`src/rtl/store_pkg.sv`:
```
// Shared definitions for the sub-word store unit: size encoding, FSM states
// and the byte-offset width helper.
package store_pkg;

  localparam logic [1:0] SZ_INV = 2'd0;
  localparam logic [1:0] SZ_B   = 2'd1;
  localparam logic [1:0] SZ_H   = 2'd2;
  localparam logic [1:0] SZ_W   = 2'd3;

  typedef enum logic [2:0] {
    ST_IDLE,
    ST_READ,
    ST_WAIT,
    ST_WRITE,
    ST_DONE
  } state_e;

  // Number of byte-offset bits inside one memory word.
  function automatic int off_bits(input int data_w);
    return $clog2(data_w / 8);
  endfunction

endpackage

```
`src/rtl/store_rmw_unit_if.sv`:
```
// Request/response and memory-port bundle of store_rmw_unit.
// slave = unit side, master = control FSM / memory side.
interface store_rmw_unit_if #(
  parameter int DATA_W = 32,
  parameter int ADDR_W = 32
);
  logic              start;
  logic [ADDR_W-1:0] addr;
  logic [DATA_W-1:0] store_data;
  logic [1:0]        store_size;
  logic              busy;
  logic              done;
  logic              err;
  logic [ADDR_W-1:0] mem_addr;
  logic              mem_rd;
  logic              mem_wr;
  logic [DATA_W-1:0] mem_wdata;
  logic [DATA_W-1:0] mem_rdata;

  modport slave (
    input  start, addr, store_data, store_size, mem_rdata,
    output busy, done, err, mem_addr, mem_rd, mem_wr, mem_wdata
  );

  modport master (
    output start, addr, store_data, store_size, mem_rdata,
    input  busy, done, err, mem_addr, mem_rd, mem_wr, mem_wdata
  );
endinterface

```
`src/rtl/store_merge.sv`:
```
// Combinational little-endian lane merge: overlays the byte, halfword or full
// word of store_data onto rdata at the lane picked by offset.
module store_merge
  import store_pkg::*;
#(
  parameter int DATA_W = 32,
  parameter int OFF    = off_bits(DATA_W)
) (
  input  logic [DATA_W-1:0] rdata,
  input  logic [DATA_W-1:0] store_data,
  input  logic [1:0]        size,
  input  logic [OFF-1:0]    offset,
  output logic [DATA_W-1:0] merged
);

  for (genvar gi = 0; gi < DATA_W / 8; gi++) begin : g_lane
    localparam logic [OFF-1:0] LANE = OFF'(gi);
    logic       hit;
    logic [7:0] src;

    // Halfword lanes ignore offset bit 0, so a misaligned half is truncated.
    always_comb begin
      hit = 1'b0;
      src = store_data[8*gi +: 8];
      case (size)
        SZ_B: begin
          hit = (offset == LANE);
          src = store_data[7:0];
        end
        SZ_H: begin
          hit = (offset[OFF-1:1] == LANE[OFF-1:1]);
          src = store_data[8*(gi%2) +: 8];
        end
        SZ_W:    hit = 1'b1;
        default: hit = 1'b0;
      endcase
    end

    assign merged[8*gi +: 8] = hit ? src : rdata[8*gi +: 8];
  end

endmodule

```
`src/rtl/store_rmw_unit.sv`:
```
// Sub-word store unit: sb/sh via read-modify-write, sw as a direct write.
// Optional STORE_MISALIGN_TRAP_EN rejects misaligned half/word stores with err.
module store_rmw_unit
  import store_pkg::*;
#(
  parameter int DATA_W  = 32,
  parameter int ADDR_W  = 32,
  parameter int MEM_LAT = 1
) (
  input  logic             clk,
  input  logic             reset,
  store_rmw_unit_if.slave  bus
);

  localparam int OFF   = off_bits(DATA_W);
  localparam int CNT_W = (MEM_LAT > 1) ? $clog2(MEM_LAT) : 1;

  state_e            state_q, state_d;
  logic [CNT_W-1:0]  cnt_q, cnt_d;
  logic [1:0]        size_q, size_d;
  logic [OFF-1:0]    off_q, off_d;
  logic [DATA_W-1:0] data_q, data_d;
  logic              busy_q, busy_d;
  logic              done_q, done_d;
  logic              err_q, err_d;
  logic              mem_rd_q, mem_rd_d;
  logic              mem_wr_q, mem_wr_d;
  logic [ADDR_W-1:0] mem_addr_q, mem_addr_d;
  logic [DATA_W-1:0] mem_wdata_q, mem_wdata_d;
  logic [DATA_W-1:0] merged;

`ifdef STORE_MISALIGN_TRAP_EN
  logic misalign;
  assign misalign = ((bus.store_size == SZ_H) && bus.addr[0]) ||
                    ((bus.store_size == SZ_W) && (bus.addr[OFF-1:0] != '0));
`endif

  store_merge #(.DATA_W(DATA_W), .OFF(OFF)) u_merge (
    .rdata      (bus.mem_rdata),
    .store_data (data_q),
    .size       (size_q),
    .offset     (off_q),
    .merged     (merged)
  );

  always_comb begin
    state_d     = state_q;
    cnt_d       = cnt_q;
    size_d      = size_q;
    off_d       = off_q;
    data_d      = data_q;
    done_d      = 1'b0;
    err_d       = err_q;
    mem_rd_d    = 1'b0;
    mem_wr_d    = 1'b0;
    mem_addr_d  = mem_addr_q;
    mem_wdata_d = mem_wdata_q;

    case (state_q)
      ST_IDLE: begin
        if (bus.start) begin
          size_d     = bus.store_size;
          off_d      = bus.addr[OFF-1:0];
          data_d     = bus.store_data;
          err_d      = 1'b0;
          mem_addr_d = {bus.addr[ADDR_W-1:OFF], {OFF{1'b0}}};
          if (bus.store_size == SZ_INV) begin
            state_d = ST_DONE;
            done_d  = 1'b1;
            err_d   = 1'b1;
`ifdef STORE_MISALIGN_TRAP_EN
          end else if (misalign) begin
            state_d = ST_DONE;
            done_d  = 1'b1;
            err_d   = 1'b1;
`endif
          end else if (bus.store_size == SZ_W) begin
            state_d     = ST_WRITE;
            mem_wr_d    = 1'b1;
            mem_wdata_d = bus.store_data;
          end else begin
            state_d  = ST_READ;
            mem_rd_d = 1'b1;
          end
        end
      end
      ST_READ: begin
        state_d = ST_WAIT;
        cnt_d   = '0;
      end
      // Read data is valid in the last WAIT cycle; merge it straight into the write word.
      ST_WAIT: begin
        if (cnt_q == CNT_W'(MEM_LAT - 1)) begin
          state_d     = ST_WRITE;
          mem_wr_d    = 1'b1;
          mem_wdata_d = merged;
        end else begin
          cnt_d = cnt_q + 1'b1;
        end
      end
      ST_WRITE: begin
        state_d = ST_DONE;
        done_d  = 1'b1;
      end
      ST_DONE:  state_d = ST_IDLE;
      default:  state_d = ST_IDLE;
    endcase

    busy_d = (state_d != ST_IDLE);
  end

  always_ff @(posedge clk or posedge reset) begin
    if (reset) begin
      state_q     <= ST_IDLE;
      cnt_q       <= '0;
      size_q      <= SZ_INV;
      off_q       <= '0;
      data_q      <= '0;
      busy_q      <= 1'b0;
      done_q      <= 1'b0;
      err_q       <= 1'b0;
      mem_rd_q    <= 1'b0;
      mem_wr_q    <= 1'b0;
      mem_addr_q  <= '0;
      mem_wdata_q <= '0;
    end else begin
      state_q     <= state_d;
      cnt_q       <= cnt_d;
      size_q      <= size_d;
      off_q       <= off_d;
      data_q      <= data_d;
      busy_q      <= busy_d;
      done_q      <= done_d;
      err_q       <= err_d;
      mem_rd_q    <= mem_rd_d;
      mem_wr_q    <= mem_wr_d;
      mem_addr_q  <= mem_addr_d;
      mem_wdata_q <= mem_wdata_d;
    end
  end

  assign bus.busy      = busy_q;
  assign bus.done      = done_q;
  assign bus.err       = err_q;
  assign bus.mem_rd    = mem_rd_q;
  assign bus.mem_wr    = mem_wr_q;
  assign bus.mem_addr  = mem_addr_q;
  assign bus.mem_wdata = mem_wdata_q;

endmodule

```
`src/flat_wrapper.sv`:
```
// flat-port wrapper written by rule: the top's interface ports become plain ports
module store_rmw_unit_flat import store_pkg::*;
#(
  parameter int DATA_W  = 32,
  parameter int ADDR_W  = 32,
  parameter int MEM_LAT = 1
)
  (clk, reset, bus_start, bus_addr, bus_store_data, bus_store_size, bus_mem_rdata, bus_busy, bus_done, bus_err, bus_mem_addr, bus_mem_rd, bus_mem_wr, bus_mem_wdata);
  store_rmw_unit_if #(.DATA_W(DATA_W), .ADDR_W(ADDR_W)) bus_i ();
  input  logic clk;
  input  logic reset;
  input wire logic [$bits(bus_i.start)-1:0] bus_start;
  input wire logic [$bits(bus_i.addr)-1:0] bus_addr;
  input wire logic [$bits(bus_i.store_data)-1:0] bus_store_data;
  input wire logic [$bits(bus_i.store_size)-1:0] bus_store_size;
  input wire logic [$bits(bus_i.mem_rdata)-1:0] bus_mem_rdata;
  output wire logic [$bits(bus_i.busy)-1:0] bus_busy;
  output wire logic [$bits(bus_i.done)-1:0] bus_done;
  output wire logic [$bits(bus_i.err)-1:0] bus_err;
  output wire logic [$bits(bus_i.mem_addr)-1:0] bus_mem_addr;
  output wire logic [$bits(bus_i.mem_rd)-1:0] bus_mem_rd;
  output wire logic [$bits(bus_i.mem_wr)-1:0] bus_mem_wr;
  output wire logic [$bits(bus_i.mem_wdata)-1:0] bus_mem_wdata;
  assign bus_i.start = bus_start;
  assign bus_i.addr = bus_addr;
  assign bus_i.store_data = bus_store_data;
  assign bus_i.store_size = bus_store_size;
  assign bus_i.mem_rdata = bus_mem_rdata;
  assign bus_busy = bus_i.busy;
  assign bus_done = bus_i.done;
  assign bus_err = bus_i.err;
  assign bus_mem_addr = bus_i.mem_addr;
  assign bus_mem_rd = bus_i.mem_rd;
  assign bus_mem_wr = bus_i.mem_wr;
  assign bus_mem_wdata = bus_i.mem_wdata;
  store_rmw_unit #(.DATA_W(DATA_W), .ADDR_W(ADDR_W), .MEM_LAT(MEM_LAT)) u_core (.clk(clk), .reset(reset), .bus(bus_i));
endmodule
```
`config.mk`:
```
export PLATFORM = sky130hd
export DESIGN_NAME = store_rmw_unit_flat
export DESIGN_NICKNAME = d
export VERILOG_FILES = /design/src/rtl/store_pkg.sv /design/src/rtl/store_rmw_unit_if.sv /design/src/rtl/store_merge.sv /design/src/rtl/store_rmw_unit.sv /design/src/flat_wrapper.sv
export SDC_FILE = /design/constraint.sdc
export NUM_CORES = 1
export LEC_CHECK = 0
export CORE_MARGIN = 10
export CORE_UTILIZATION = 46
export CTS_BUF_LIST = sky130_fd_sc_hd__clkbuf_16
export DETAILED_ROUTE_END_ITERATION = 6
export GPL_ROUTABILITY_DRIVEN = 0
export PLACE_DENSITY = 0.85
export SLEW_MARGIN = 10
export SYNTH_ARGS = -nofsm -noshare
export SYNTH_HDL_FRONTEND = slang
export SYNTH_SLANG_ARGS = --single-unit
```
`constraint.sdc`:
```
create_clock -name clk -period 5.6 [get_ports clk]
set_clock_uncertainty 0.2 [all_clocks]
set_input_delay 1.4 -clock clk [delete_from_list [all_inputs] [get_ports clk]]
set_output_delay 1.4 -clock clk [all_outputs]
set_load 0.05 [all_outputs]
```
Word-level counts from Yosys, hierarchy flattened
Cells that the tools add are included.
Word-level totals
  logic and storage cells: 72
  output and inout bits: 69
  bits in read-only memories: 0
  bits of input ports: 101
  register bits after elaboration: 107
  bits in writable memories: 0
  bits in latches: 0
  memories kept: 0
Operators by class
  reduce and logical (&&, ||, !) cells: 9
  eq/ne operators: 14
  multiplexer cells: 35
  shift-type cells: 0
  multipliers: 0
  order comparisons: 0
  bitwise gates (word level): 1
  div/mod/pow operators: 0
  add/sub/neg operators: 1
Operator list (count)
  32-bit two-way mux: 4
  32-bit case mux with 2 select lines: 1
  8-bit two-way mux: 6
  8-bit case mux with 2 select lines: 1
  1-bit case mux with 3 select lines: 4
  3-bit case mux with 4 select lines: 1
  1-bit two-way mux: 11
  2-bit == test (second input constant): 5
  3-bit two-way mux: 3
  3-bit by 2-bit == test with 1-bit output (second input constant): 2
  2-bit inequality test (second input constant): 3
  1-bit case mux with 2 select lines: 3
  5-bit AND reduction: 1
  2-bit by 1-bit == test with 1-bit output (second input constant): 2
  2-bit logical NOT: 2
  2-bit nonzero test: 2
  3-bit by 1-bit == test with 1-bit output (second input constant): 1
  3-bit logical NOT: 1
  3-bit nonzero test: 1
  2-bit two-way mux: 1
  2-bit by 1-bit inequality test with 1-bit output (second input constant): 1
  2-bit AND reduction: 1
  2-bit OR reduction: 1
  1-bit adder (second input constant): 1
  1-bit inverter: 1

Depth between registers and ports, before layout
  depth after elaboration: 6
  depth in mapped cells: 8
  gate-level depth less buffers: 6

By module
Synthesis repeated with hierarchy kept, for this count alone.
Unflattened totals
  cells, all modules: 459
  area, all modules: 5465.2 µm²
By module, submodules not included
  store_rmw_unit: area an instance 4590.7 µm², times used 1, sequential area each 2652.5 µm², cells each 365
  store_merge: area an instance 874.6 µm², times used 1, sequential area each 0.0 µm², cells each 94

Worst setup path after synthesis
No wires, ideal clock.
  path kind: input to register
  from: input port bus_store_size[0]
  to: register u_core.mem_wdata_q[0] (netlist: u_core.bus.mem_wdata[0])
  path slack: 2.786 ns
  data required time: 5.320 ns
  path buffers: 2
  setup time: 0.080 ns
  data arrival time: 2.533 ns
  stages on the path: 8
  cells stage by stage: inv_1 > ha_1 > nor2b_1 > o211a_1 > buf_6 > clkbuf_1 > nand3_1 > o211ai_2
On the way
  word-level cells in the longest chain between the ends: 3
  elaborated cells on any way between the ends: 5
  those cells by class: 3 x eq/ne; 2 x reduce/logical
RTL lines
  start, declared: line flat_wrapper.sv:15  | input wire logic [$bits(bus_i.store_size)-1:0] bus_store_size;
  2-bit == test or 2-bit logical NOT (tied branches): line store_rmw_unit.sv:77, store_rmw_unit.sv:67
  2-bit by 1-bit inequality test with 1-bit output (no line) or 2-bit inequality test (tied branches)
  5-bit AND reduction (no line) *
  end signal, assigned: line store_rmw_unit.sv:138  | mem_wdata_q <= mem_wdata_d;
  end, declared: line store_rmw_unit.sv:29  | logic [DATA_W-1:0] mem_wdata_q, mem_wdata_d;
Mark *: on every way between the ends. The rest lies on a longest branch, timed or not.
A chain may end at the register's enable or synchronous reset.

Final worst setup path
  from: input port bus_start
  to: register u_core.mem_addr_q[28] (netlist: u_core.bus.mem_addr[28])
On the way
  word-level cells in the longest chain between the ends: 1
RTL lines
  start, declared: line flat_wrapper.sv:12  | input wire logic [$bits(bus_i.start)-1:0] bus_start;
  2-bit AND reduction (no line)
  end signal, assigned: line store_rmw_unit.sv:137  | mem_addr_q <= mem_addr_d;
  end, declared: line store_rmw_unit.sv:28  | logic [ADDR_W-1:0] mem_addr_q, mem_addr_d;
No other way between the ends.

==> results <==
- In the final routing, the length of wire on met1 measures 5.96 mm.
- The antenna diode count is 0.
- The level count of the clock H-tree is 3.
- Ranked by instance count, the synthesized netlist is headed by 106 x sky130_fd_sc_hd__dfrtp_1, 73 x sky130_fd_sc_hd__mux2_2, 40 x sky130_fd_sc_hd__mux2i_1.
- In this run the power density over the cells is 686 nW/um^2.
- The slack of the worst reg-to-reg path is roughly 2.7 ns.
- The overall fraction of global-route tracks in use is 18.4%.
- Yosys printed 0 warnings.
- The tightest min-delay check is of the reg -> reg type.
- The number of max-capacitance violations reported is 0.
- The number of setup buffers added after CTS is 0.
- The number of nets with antenna violations after routing is 0.
- The worst register-to-register path ends at u_core.bus.mem_wdata[9].
- The area growth from synthesis to layout is 37.8%.
- The cell accounting for the most synthesized area is sky130_fd_sc_hd__dfrtp_1.
- The share of the yosys chip area belonging to registers is 51.1%.
- The fraction of final layout cells sized beyond drive strength 1 is between 10% and 20%.
- Sorting the synthesized cells by area gives the leading types as sky130_fd_sc_hd__dfrtp_1 51%, sky130_fd_sc_hd__mux2_2 16%, sky130_fd_sc_hd__mux2i_1 7.7%.
- In the routed layout, each cell is associated on average with a via count of around 5.5.
- Pin placement for this block handled 170 I/O pins.
- The maximum VDD drop is around 440 uV.
- The average footprint of a synthesized cell is 12.1 sq um.
- The final standard cell count with taps included and fillers excluded is 725.
- The first global-routing pass estimated between 20 and 25 mm of wire.
- After the last flow step, the layout net total stands at 688.
- The final cell area excluding filler cells is approximately 7200 sq um.
- The initial antenna violation count is 0.
- Walking the worst path, the cells encountered are clkdlybuf4s50_1, and3_2, buf_4, mux2_2.
- The area share of the leading cell type in the synthesized netlist is 51.1%.
- The number of distinct library cell variants in the gate-level netlist after synthesis is 38.
- Clock tree synthesis inserted a total of 9 buffers.
- The clock latency of the later-clocked register in the worst-skew pair is 0.34 ns.
- For this run, design rule violations remaining after detail routing come to 0.
- The ratio of final minimum period to clock period is between 60% and 70%.
- The pre-antenna-repair detailed-routing pass consisted of 4 iterations.
- The vias after detailed routing is 4003.
- Counting I/O delays and the setup requirement, the final critical path takes 3.48 ns.
- The die is about 130 um tall.
- The most common cell in the synthesized netlist is sky130_fd_sc_hd__dfrtp_1.
- Along the worst path, the maximum fanout reaches 34.
- The via count of the first global-routing pass is 4440.
- The final count of hold timing violations is 0.
- The critical path launch point type is an input pin.
- The CTS tree is built.
- The number of gates resized after CTS is 0.
- The worst relative slew slack is 30.1%.
- The final routed wirelength across all metal layers is 14.7 mm.
- The count of final setup violators is 0.
- The slowest cell on the critical path is sky130_fd_sc_hd__and3_2.
- The floorplan has 38 rows.
- Summed over all failing endpoints, the final setup total negative slack is 0 ns.
- The cell area after placement is 6910 sq um.
- For this run, the leading register cell type out of synthesis is sky130_fd_sc_hd__dfrtp_1.
- The number of fill cells is 843.
- The number of flops mapped to enable cells by yosys is 0.
- The largest single stage delay on the critical path is approximately 0.67 ns.
- For this design, the CTS-stage hold fixing added 0 buffers.
- Once placement completed, the tool counted placed cells totaling 710.
- The clock tree buffer depth is 2.
- The routed length on met3 is 1.89 mm.
- The top metal layer carrying routed signals is met4.
- The cell at the root of the clock tree is sky130_fd_sc_hd__clkbuf_16.
- The initial core utilization is 47.5%.
- After clock tree synthesis, the clock-pin slew on the worst setup and hold paths is 0.07 ns.
- The tree built by TritonCTS fans out to around 110 sinks.
- Based on the critical path, the design can be clocked at up to 287 MHz.
- The area of the mapped netlist is between 5000 and 6000 sq um.
- The share of synthesized registers carrying an async set or reset is 100%.
- The floorplan die area is approximately 16000 sq um.
- The static power due to leakage is 0.00290 uW.
- Along the worst hold path, the cell count comes to 2.
- Measured in cells, the most critical reg-to-reg path has a length of 6.
- The worst flop-to-flop path startpoint is u_core.size_q[1].
- The violation count after the first detailed-route iteration is 332.
- Setup repair after global routing left no endpoint under its margin.
- Detailed placement finished with a half-perimeter wire length of 11.0 mm.
- The type of destination of the critical path is a register.
- The synthesized design contains 106 register bits.
- The total area inside the core boundary comes to 10900 sq um.
- The arrival time reported for the critical path endpoint is 3.51 ns.
- The pin count of the biggest net entering global routing is 85.
- The routed design uses ~6.8 mm of met2 wire.
- The count of final max-slew check failures was 0.
- In this run the most critical hold path is launched from u_core.bus.mem_wdata[0].
- The type of the worst setup path is in -> reg.
- The die extent in x is 126 um.
- The residual overflow from global routing is 0.
- Synthesis produced a netlist whose cell count is 429.
- The sink of the worst hold path is u_core.bus.mem_wdata[0].
- The average wire length per cell after detail routing is 20.3 um.
- The data required time of the critical path is 5.63 ns.
- The run finished with clean final reports.
- At the pin with the least slew margin, the transition time is ~1.0 ns.
- In this run the tool buffered the top-level ports with 167 buffer cells.
-- cell usage in the layout, fill, tap and decap left out, types with 6 or more instances in the layout --
master	count
sky130_fd_sc_hd__and2_1	10
sky130_fd_sc_hd__nor2_1	13
sky130_fd_sc_hd__clkdlybuf4s50_1	167
sky130_fd_sc_hd__inv_1	7
sky130_fd_sc_hd__dfrtp_1	106
sky130_fd_sc_hd__mux2i_1	40
sky130_fd_sc_hd__a22oi_1	8
sky130_fd_sc_hd__a21oi_1	34
sky130_fd_sc_hd__nand2_1	19
sky130_fd_sc_hd__buf_4	6
sky130_fd_sc_hd__o211ai_2	8
sky130_fd_sc_hd__nand3_1	8
sky130_fd_sc_hd__ha_1	6
sky130_fd_sc_hd__clkbuf_16	9
sky130_fd_sc_hd__mux2_2	73
sky130_fd_sc_hd__nand2b_1	8
sky130_fd_sc_hd__o21ai_0	10
sky130_fd_sc_hd__o211ai_1	25
-- report_power, final --
group	internal [uW]	switching [uW]
Sequential	1160	264
Clock	292	269
Combinational	1150	1770
Total	2600	2310
-- kinds of logic (layout without fill, tap and decap cells) --
kind of cell / count (synthesis) / count (layout) / synth area share, %
other: 1 / 2 / 0.0722
AND/OR/NAND/NOR: 72 / 72 / 7.27
buffers and inverters: 39 / 194 / 4.17
multiplexers: 113 / 113 / 23.5
flip-flops: 106 / 106 / 51.1
AO/OA/AOI/OAI: 92 / 92 / 12.5
adder cells (fa/ha/maj): 6 / 6 / 1.45
-- per-stage QoR --
stage	worst slack, ns	util [%]	power, uW	hold WS, ns
2_1_floorplan	1.21	-	3490	0.269
3_3_place_gp	1.84	63.1	4290	0.269
3_5_place_dp	1.77	63.1	4370	0.278
4_1_cts	2.12	65.5	4950	0.293
5_1_grt	2.04	65.5	5210	0.321
6_report	2.12	65.5	4910	0.290
-- layout make-up --
cell class                 count  area [sq um]  area share [%]
sequential                   106          2650            37.1
multi-input combinational    285          2340            32.6
timing repair buffer         173          1720            24.0
clock buffer                   9           225            3.15
tap                          140           175            2.45
clock inverter                 6          27.5           0.385
inverter                       6          25.0           0.350
-- worst max-delay path: cells and delay by family --
| kind | cells | cell delay [ns] |
|---|---|---|
| multiplexers | 1 | 0.39 |
| buffers and inverters | 2 | 1.03 |
| AND/OR/NAND/NOR | 1 | 0.67 |
-- how the worst max path moves through the flow --
stage	start	to	slack, ns	cells after the start
2_1_floorplan	reset	u_core.bus.busy	1.21	1
3_3_place_gp	bus_start	u_core.bus.mem_addr[18]	1.84	4
3_5_place_dp	bus_start	u_core.bus.mem_addr[27]	1.77	4
4_1_cts	bus_start	u_core.bus.mem_addr[31]	2.12	4
5_1_grt	bus_start	u_core.bus.err	2.04	4
6_report	bus_start	u_core.bus.mem_addr[28]	2.12	4
-- flip-flops by register name, indices dropped and copies added, names as in the netlist --
signal / flops
u_core.bus.done: 1
u_core.bus.err: 1
u_core.size_q: 2
u_core.bus.mem_wdata: 32
u_core.bus.mem_rd: 1
u_core.state_q: 3
u_core.off_q: 2
u_core.bus.mem_addr: 30
u_core.bus.mem_wr: 1
u_core.data_q: 32
u_core.bus.busy: 1
-- metal layers --
layer | vias up | GRT usage, %
li1 | 1846 | -
met1 | 1963 | 22.5
met2 | 184 | 28.2
met3 | 10 | 10.2
met4 | 0 | 3.75
met5 | - | 0
(Power assumes the default switching activity.)
